$ cat src/rtl/t2b_decoder.sv
// ---------------------------------------------------------------------------
// t2b_decoder : temporal-to-binary decoder.
//
// Measures the arrival phase of the first event on each of NUM_INPUTS
// temporal lines within a gamma cycle of GAMMA_CYCLE_WIDTH aclk periods.
// Once per gamma cycle it publishes the arrival phases as binary values.
//
// Ports:
//   aclk           in   clock, all state on posedge
//   grst           in   asynchronous active-high reset
//   sync           in   synchronous gamma-cycle realign (phase -> 0, no publish)
//   inputs         in   [NUM_INPUTS] temporal lines
//   phase          out  [SELECT_WIDTH] current gamma phase counter
//   binary_outputs out  [NUM_INPUTS*SELECT_WIDTH] per-line arrival phase,
//                       line i at [i*SELECT_WIDTH +: SELECT_WIDTH]
//   spike_valid    out  [NUM_INPUTS] line had an event in the published cycle
//   multi          out  [NUM_INPUTS] line had more than one event
//   out_valid      out  one-cycle strobe when published results update
//
// Build option:
//   T2B_FALLING_EN  lines idle high and the event is a falling edge;
//                   otherwise lines idle low and the event is a rising edge.
// ---------------------------------------------------------------------------
module t2b_decoder #(
  parameter int GAMMA_CYCLE_WIDTH = 16,
  parameter int NUM_INPUTS        = 4,
  parameter int SELECT_WIDTH      = $clog2(GAMMA_CYCLE_WIDTH)
) (
  input  logic                               aclk,
  input  logic                               grst,
  input  logic                               sync,
  input  logic [NUM_INPUTS-1:0]              inputs,
  output logic [SELECT_WIDTH-1:0]            phase,
  output logic [NUM_INPUTS*SELECT_WIDTH-1:0] binary_outputs,
  output logic [NUM_INPUTS-1:0]              spike_valid,
  output logic [NUM_INPUTS-1:0]              multi,
  output logic                               out_valid
);

  localparam logic [SELECT_WIDTH-1:0] LAST_PHASE = SELECT_WIDTH'(GAMMA_CYCLE_WIDTH - 1);

`ifdef T2B_FALLING_EN
  localparam logic [NUM_INPUTS-1:0] IDLE_LEVEL = '1;
`else
  localparam logic [NUM_INPUTS-1:0] IDLE_LEVEL = '0;
`endif

  logic [SELECT_WIDTH-1:0]            phase_q, phase_d;
  logic [NUM_INPUTS-1:0]              in_prev_q;
  logic [NUM_INPUTS-1:0]              cap_vld_q, cap_vld_d;
  logic [NUM_INPUTS-1:0]              cap_multi_q, cap_multi_d;
  logic [NUM_INPUTS*SELECT_WIDTH-1:0] cap_val_q, cap_val_d;
  logic [NUM_INPUTS*SELECT_WIDTH-1:0] bin_q, bin_d;
  logic [NUM_INPUTS-1:0]              spike_q, spike_d;
  logic [NUM_INPUTS-1:0]              multi_q, multi_d;
  logic                               out_valid_q, out_valid_d;
  logic [NUM_INPUTS-1:0]              edge_w;
  logic                               boundary_w;

  always_comb begin
`ifdef T2B_FALLING_EN
    edge_w = ~inputs & in_prev_q;
`else
    edge_w = inputs & ~in_prev_q;
`endif
    boundary_w  = (phase_q == LAST_PHASE);

    phase_d     = boundary_w ? '0 : phase_q + 1'b1;
    cap_vld_d   = cap_vld_q;
    cap_multi_d = cap_multi_q;
    cap_val_d   = cap_val_q;
    bin_d       = bin_q;
    spike_d     = spike_q;
    multi_d     = multi_q;
    out_valid_d = 1'b0;

    if (sync) begin
      // Realign: abort the current cycle, drop any coincident edge.
      phase_d     = '0;
      cap_vld_d   = '0;
      cap_multi_d = '0;
      cap_val_d   = '0;
    end else if (boundary_w) begin
      // Publish; an edge arriving on the boundary itself counts at LAST_PHASE.
      for (int i = 0; i < NUM_INPUTS; i++) begin
        spike_d[i] = cap_vld_q[i] | edge_w[i];
        multi_d[i] = cap_multi_q[i] | (cap_vld_q[i] & edge_w[i]);
        if (cap_vld_q[i])
          bin_d[i*SELECT_WIDTH +: SELECT_WIDTH] = cap_val_q[i*SELECT_WIDTH +: SELECT_WIDTH];
        else if (edge_w[i])
          bin_d[i*SELECT_WIDTH +: SELECT_WIDTH] = LAST_PHASE;
        else
          bin_d[i*SELECT_WIDTH +: SELECT_WIDTH] = '0;
      end
      out_valid_d = 1'b1;
      cap_vld_d   = '0;
      cap_multi_d = '0;
      cap_val_d   = '0;
    end else begin
      // First edge stores the phase; later edges only flag multi.
      for (int i = 0; i < NUM_INPUTS; i++) begin
        if (edge_w[i]) begin
          if (cap_vld_q[i]) begin
            cap_multi_d[i] = 1'b1;
          end else begin
            cap_vld_d[i] = 1'b1;
            cap_val_d[i*SELECT_WIDTH +: SELECT_WIDTH] = phase_q;
          end
        end
      end
    end
  end

  always_ff @(posedge aclk or posedge grst) begin
    if (grst) begin
      phase_q     <= '0;
      in_prev_q   <= IDLE_LEVEL;
      cap_vld_q   <= '0;
      cap_multi_q <= '0;
      cap_val_q   <= '0;
      bin_q       <= '0;
      spike_q     <= '0;
      multi_q     <= '0;
      out_valid_q <= 1'b0;
    end else begin
      phase_q     <= phase_d;
      in_prev_q   <= inputs;
      cap_vld_q   <= cap_vld_d;
      cap_multi_q <= cap_multi_d;
      cap_val_q   <= cap_val_d;
      bin_q       <= bin_d;
      spike_q     <= spike_d;
      multi_q     <= multi_d;
      out_valid_q <= out_valid_d;
    end
  end

  assign phase          = phase_q;
  assign binary_outputs = bin_q;
  assign spike_valid    = spike_q;
  assign multi          = multi_q;
  assign out_valid      = out_valid_q;

endmodule

$ cat config.mk
export PLATFORM = sky130hd
export DESIGN_NAME = t2b_decoder
export DESIGN_NICKNAME = d
export VERILOG_FILES = /design/src/rtl/t2b_decoder.sv
export SDC_FILE = /design/constraint.sdc
export NUM_CORES = 1
export LEC_CHECK = 0
export BUFFER_PORTS_ARGS = -buffer_cell sky130_fd_sc_hd__buf_2
export CORE_MARGIN = 3
export CORE_UTILIZATION = 50
export CTS_CLUSTER_DIAMETER = 200
export CTS_CLUSTER_SIZE = 10
export DETAILED_ROUTE_END_ITERATION = 10
export GPL_TIMING_DRIVEN = 1
export PLACE_DENSITY = 0.74
export SKIP_LAST_GASP = 1
export SYNTH_ARGS = -nofsm -noshare
export SYNTH_HDL_FRONTEND = slang
export SYNTH_SLANG_ARGS = --single-unit
export TNS_END_PERCENT = 30
$ cat constraint.sdc
create_clock -name aclk -period 3.7 [get_ports aclk]
set_clock_uncertainty 0.15 [all_clocks]
set_input_delay 0.185 -clock aclk [delete_from_list [all_inputs] [get_ports aclk]]
set_output_delay 0.185 -clock aclk [all_outputs]
set_load 0.03 [all_outputs]
; Yosys cells after proc, flatten, opt, wreduce, memory -nomap -nowiden
; Cells that the tools add are included.
[word_totals]
register_bits = 57
in_bits = 7
output_inout_bits = 29
elab_cells = 94
[classes]
addsub = 1
eq_ne = 5
mux = 38
n_bitwise = 15
reduce_logical = 17
[op_table]
columns = cell, n
row1 = $mux 4, 22
row2 = $mux 16, 2
row3 = $reduce_bool 3->1, 8
row4 = $reduce_and 2->1, 9
row5 = $mux 1, 14
row6 = $ne 3x2->1 const B, 4
row7 = $or 1x1->1, 8
row8 = $add 4x1->4 const B, 1
row9 = $and 1x1->1, 4
row10 = $and 4x4->4, 1
row11 = $eq 4x4->1 const B, 1
row12 = $not 4->4, 1
row13 = $not 1->1, 1

; Logic depth before layout (Yosys ltp)
[logic_depth]
depth_word = 5
mapped_depth = 6
depth_no_buf = 4

; Worst setup path after synthesis
; OpenSTA, ideal clock, no wires.
[synth_path]
kind = register -> register
startpoint = reg phase_q[0], in the netlist phase[0]
endpoint = reg bin_q[3], in the netlist binary_outputs[3]
setup_ps = 132
arrival_time_ps = 1447
t_required_ps = 3418
slack_ps = 1971
path_stages_with_launch = 7
n_path_buf = 2
synth_period_minus_slack_ps = 1729
cell_sequence = dfrtp_1 ha_1 nand4b_1 buf_4 buf_4 nand2_1 o21ai_1
[synth_via]
elab_chain_len = 2
[synth_lines]
columns = item, line
row1 = from (decl), 48  ; logic [SELECT_WIDTH-1:0] phase_q, phase_d;
row2 = from (signal assigned), 126  ; phase_q <= phase_d;
row3 = $eq 4x4->1, 66  ; boundary_w = (phase_q == LAST_PHASE);
row4 = $reduce_and 2->1 (no line), -
row5 = to (signal assigned), 131  ; bin_q <= bin_d;
row6 = to (decl), 53  ; logic [NUM_INPUTS*SELECT_WIDTH-1:0] bin_q, bin_d;
; Every way passes these cells.
; A chain may end at the register's enable or synchronous reset.

; Worst setup path in the final report
[layout_path]
startpoint = reg phase_q[0], in the netlist phase[0]
endpoint = reg cap_val_q[0]
[layout_via]
elab_chain_len = 4
word_cells_on_any_way = 8
cone_classes = 2 x eq/ne / 4 x mux / 2 x reduce/logical
[layout_lines]
columns = item, line
row1 = "parallel branches: the longest is 4 deep, another holds $eq 4x4->1", -
row2 = to (signal assigned), 130  ; cap_val_q <= cap_val_d;
row3 = to (decl), 52  ; logic [NUM_INPUTS*SELECT_WIDTH-1:0] cap_val_q, cap_val_d;
; Several ways; the timed one is not identified. The select of a mux whose other input is x is not followed.

==> results.py <==
metrics = {
    "outcome": {
        "status": "complete, no violations",
    },
    "power": {
        "pwr-share-comb_pct": 5.8,
        "p_per_area_nw_per_um2": 490,
        "sw_frac_of_total_pct": 22.5,
        "p_leak_nw": 1.33,
        "switchingPower_uw": 300,
        "p_int_mw": 1.03,
        "seqPwrFrac_pct": 49.1,
        "ir_drop_v": 0.000336,
        "clockPowerShare_pct": 45.1,
    },
    "timing": {
        "rsz0062_at_grt": "no",
        "timing.hold.ws_ps": 294,
        "hold_viol": 0,
        "worst_pin_slew_ps": 953,
        "period_share_pct": 55.9,
        "slew_viol_final": 0,
        "fin_tns_setup_ps": 0,
        "relSlewSlack_pct": 36.5,
        "fin_crit_ps": 2070,
        "final-setup-viol-count": 0,
        "clock.fmax_ghz": 0.484,
    },
    "routing": {
        "wl_per_cell_um": 13.0,
        "ant_nets": 0,
        "via_per_inst": 4.98,
        "drt_iter0_markers": 61,
        "num_vias": 1500,
        "drc": 0,
        "drt_pass1_iterations": 4,
        "routed_wirelength_um": 3900,
    },
    "placed_design": {
        "place_inst": 279,
        "dp_hpwl_um": 2570,
        "port-buffer-count": 35,
        "place.gp.congestion": 0.723,
    },
    "global_routing": {
        "grt_pass1_vias": 1533,
        "grt_max_degree": 32,
        "grt_pass1_wl_um": 7070,
        "grt_usage_pct": 17.4,
        "overflow": 0,
        "grt_antenna_before_repair": 0,
    },
    "final_layout": {
        "finish.utilization_pct": 62.0,
        "final_cell_mix": "dfrtp_1, buf_2, nor2_1",
        "seqCellArea_um2": 1430,
        "fillerInstances": 373,
        "syn_to_final_growth_pct": 18.2,
        "final_common_cell": "dfrtp_1",
        "final_cells": 301,
        "diodes": 0,
        "multi_input_area_um2": 756,
        "drive_gt1_share_pct": 24.9,
        "fin_nets": 252,
    },
    "clocking": {
        "cts_resized": 0,
        "clkSlewWorstSetupHoldPaths_ps": 70,
        "clk_latency_ps": 330,
        "cts_tree": "done",
        "cts-root-buf": "clkbuf_8",
        "numCtsBuffers": 9,
        "cts.htree.levels": 3,
        "cts_num_sinks": 57,
        "clock_path_buffers": 2,
    },
    "floorplan": {
        "die_w_um": 73.8,
        "coreArea_um2": 4380,
        "pin_count": 36,
        "fp.dieH_um": 73.8,
        "start_util_pct": 52.5,
        "rows": 24,
        "die_area_um2": 5450,
    },
    "synth": {
        "syn-cell-area_um2": 2300,
        "yosysWarnings": 0,
        "seq_area_frac_synth_pct": 62.0,
        "syn_inst": 203,
        "ys_ff_latch": 57,
        "syn_area_per_cell_um2": 11.3,
        "syn_nets": 211,
        "yosys.cell_types.count": 21,
    },
    "worst_setup_path": {
        "crit_path_start_kind": "register",
        "crit_required_ps": 3710,
        "cp_data_arrival_time_ps": 2080,
        "path_max_fanout": 26,
        "path_class": "reg2reg",
        "endpoint_kind": "register",
    },
    "run": {
        "maxCapViolCount": 0,
    },
    "hold_path": {
        "hold_path_class": "in2async",
    },
}
final timing paths:
kind	to	slack, ps	from	depth (start not counted)
hold / removal	binary_outputs[4]	290	grst	3
min in group aclk	binary_outputs[11]	320	binary_outputs[11]	2
hold reg to reg	binary_outputs[11]	320	binary_outputs[11]	2
setup reg to reg	cap_val_q[0]	1630	phase[0]	3
setup / recovery	cap_val_q[0]	1630	phase[0]	3
max in group asynchronous	cap_val_q[14]	2310	grst	4
metal layers:
metal  part of all wire, %  global-route usage [%]  wire length, um  up-vias
met2                    46                    26.5             1780       23
li1                      -                       -                -      758
met4                   1.8                    7.24               71        0
met3                   4.0                    5.75              155       10
met1                    49                    22.8             1900      709
met5                     0                       0                0        -
repair_timing:
| item | in CTS | in global routing |
|---|---|---|
| hold buffers | 6 | 0 |
| setup buffers | 0 | 0 |
| endpoints found under the hold margin | 32 | 0 |
layout make-up:
type,instances,area share (%)
Tap cell,52,2.39
Timing Repair Buffer,44,9.48
Multi-Input combinational cell,130,27.8
Clock inverter,2,1.29
Clock buffer,14,6.35
Sequential cell,57,52.4
Inverter,2,0.276
registers in the layout (all words and copies together), names as in the netlist:
register        count
binary_outputs     16
cap_multi_q         4
cap_val_q          16
cap_vld_q           4
in_prev_q           4
multi               4
out_valid           1
phase               4
spike_valid         4
cell usage after synthesis:
cell	number	area, um2
dfrtp_1	57	1430
nor2_1	27	101
nand2_1	24	90.1
o21ai_1	24	120
a21oi_1	20	100
mux2i_1	16	160
buf_6	6	67.6
buf_2	5	25.0
nor2b_1	5	31.3
nor2_2	4	25.0
nor3b_4	4	75.1
buf_4	2	15.0
a31o_1	1	8.76
clkbuf_1	1	3.75
ha_1	1	12.5
inv_1	1	3.75
inv_2	1	3.75
nand3_1	1	5.00
nand4b_1	1	8.76
xnor2_1	1	8.76
xor2_1	1	8.76
power by group through the flow:
stage / sequential, mW / combinational, mW / clock [mW]
detailed placement: 0.666 / 0.0745 / 0
floorplan: 0.662 / 0.0645 / 0
CTS: 0.655 / 0.0796 / 0.614
finish: 0.655 / 0.0776 / 0.601
global placement: 0.665 / 0.0736 / 0
global route: 0.657 / 0.0887 / 0.636
kinds of logic (layout without fill, tap and decap cells):
group	after synthesis	in the layout	share of synthesized area [%]
XOR/XNOR	2	2	0.761
flip-flops	57	57	62.0
AO/OA/AOI/OAI	45	45	9.95
buffers and inverters	16	62	5.16
multiplexers	16	16	6.96
AND/OR/NAND/NOR	66	66	14.6
adder cells (fa/ha/maj)	1	1	0.544
metrics by stage:
stage | worst slack (ps) | instance area (um2) | power (mW)
5_1_grt | 1480 | 2720 | 1.38
3_5_place_dp | 1660 | 2450 | 0.741
2_1_floorplan | 1970 | 2300 | 0.727
6_report | 1630 | 2720 | 1.33
3_3_place_gp | 1700 | 2450 | 0.739
4_1_cts | 1610 | 2720 | 1.35
worst max-delay path, stage by stage (launching register included):
cell and delay (ps):
dfrtp_1 520, ha_1 270, a31o_1 800, nor2_1 160
Power figures use the tool's default switching activity.
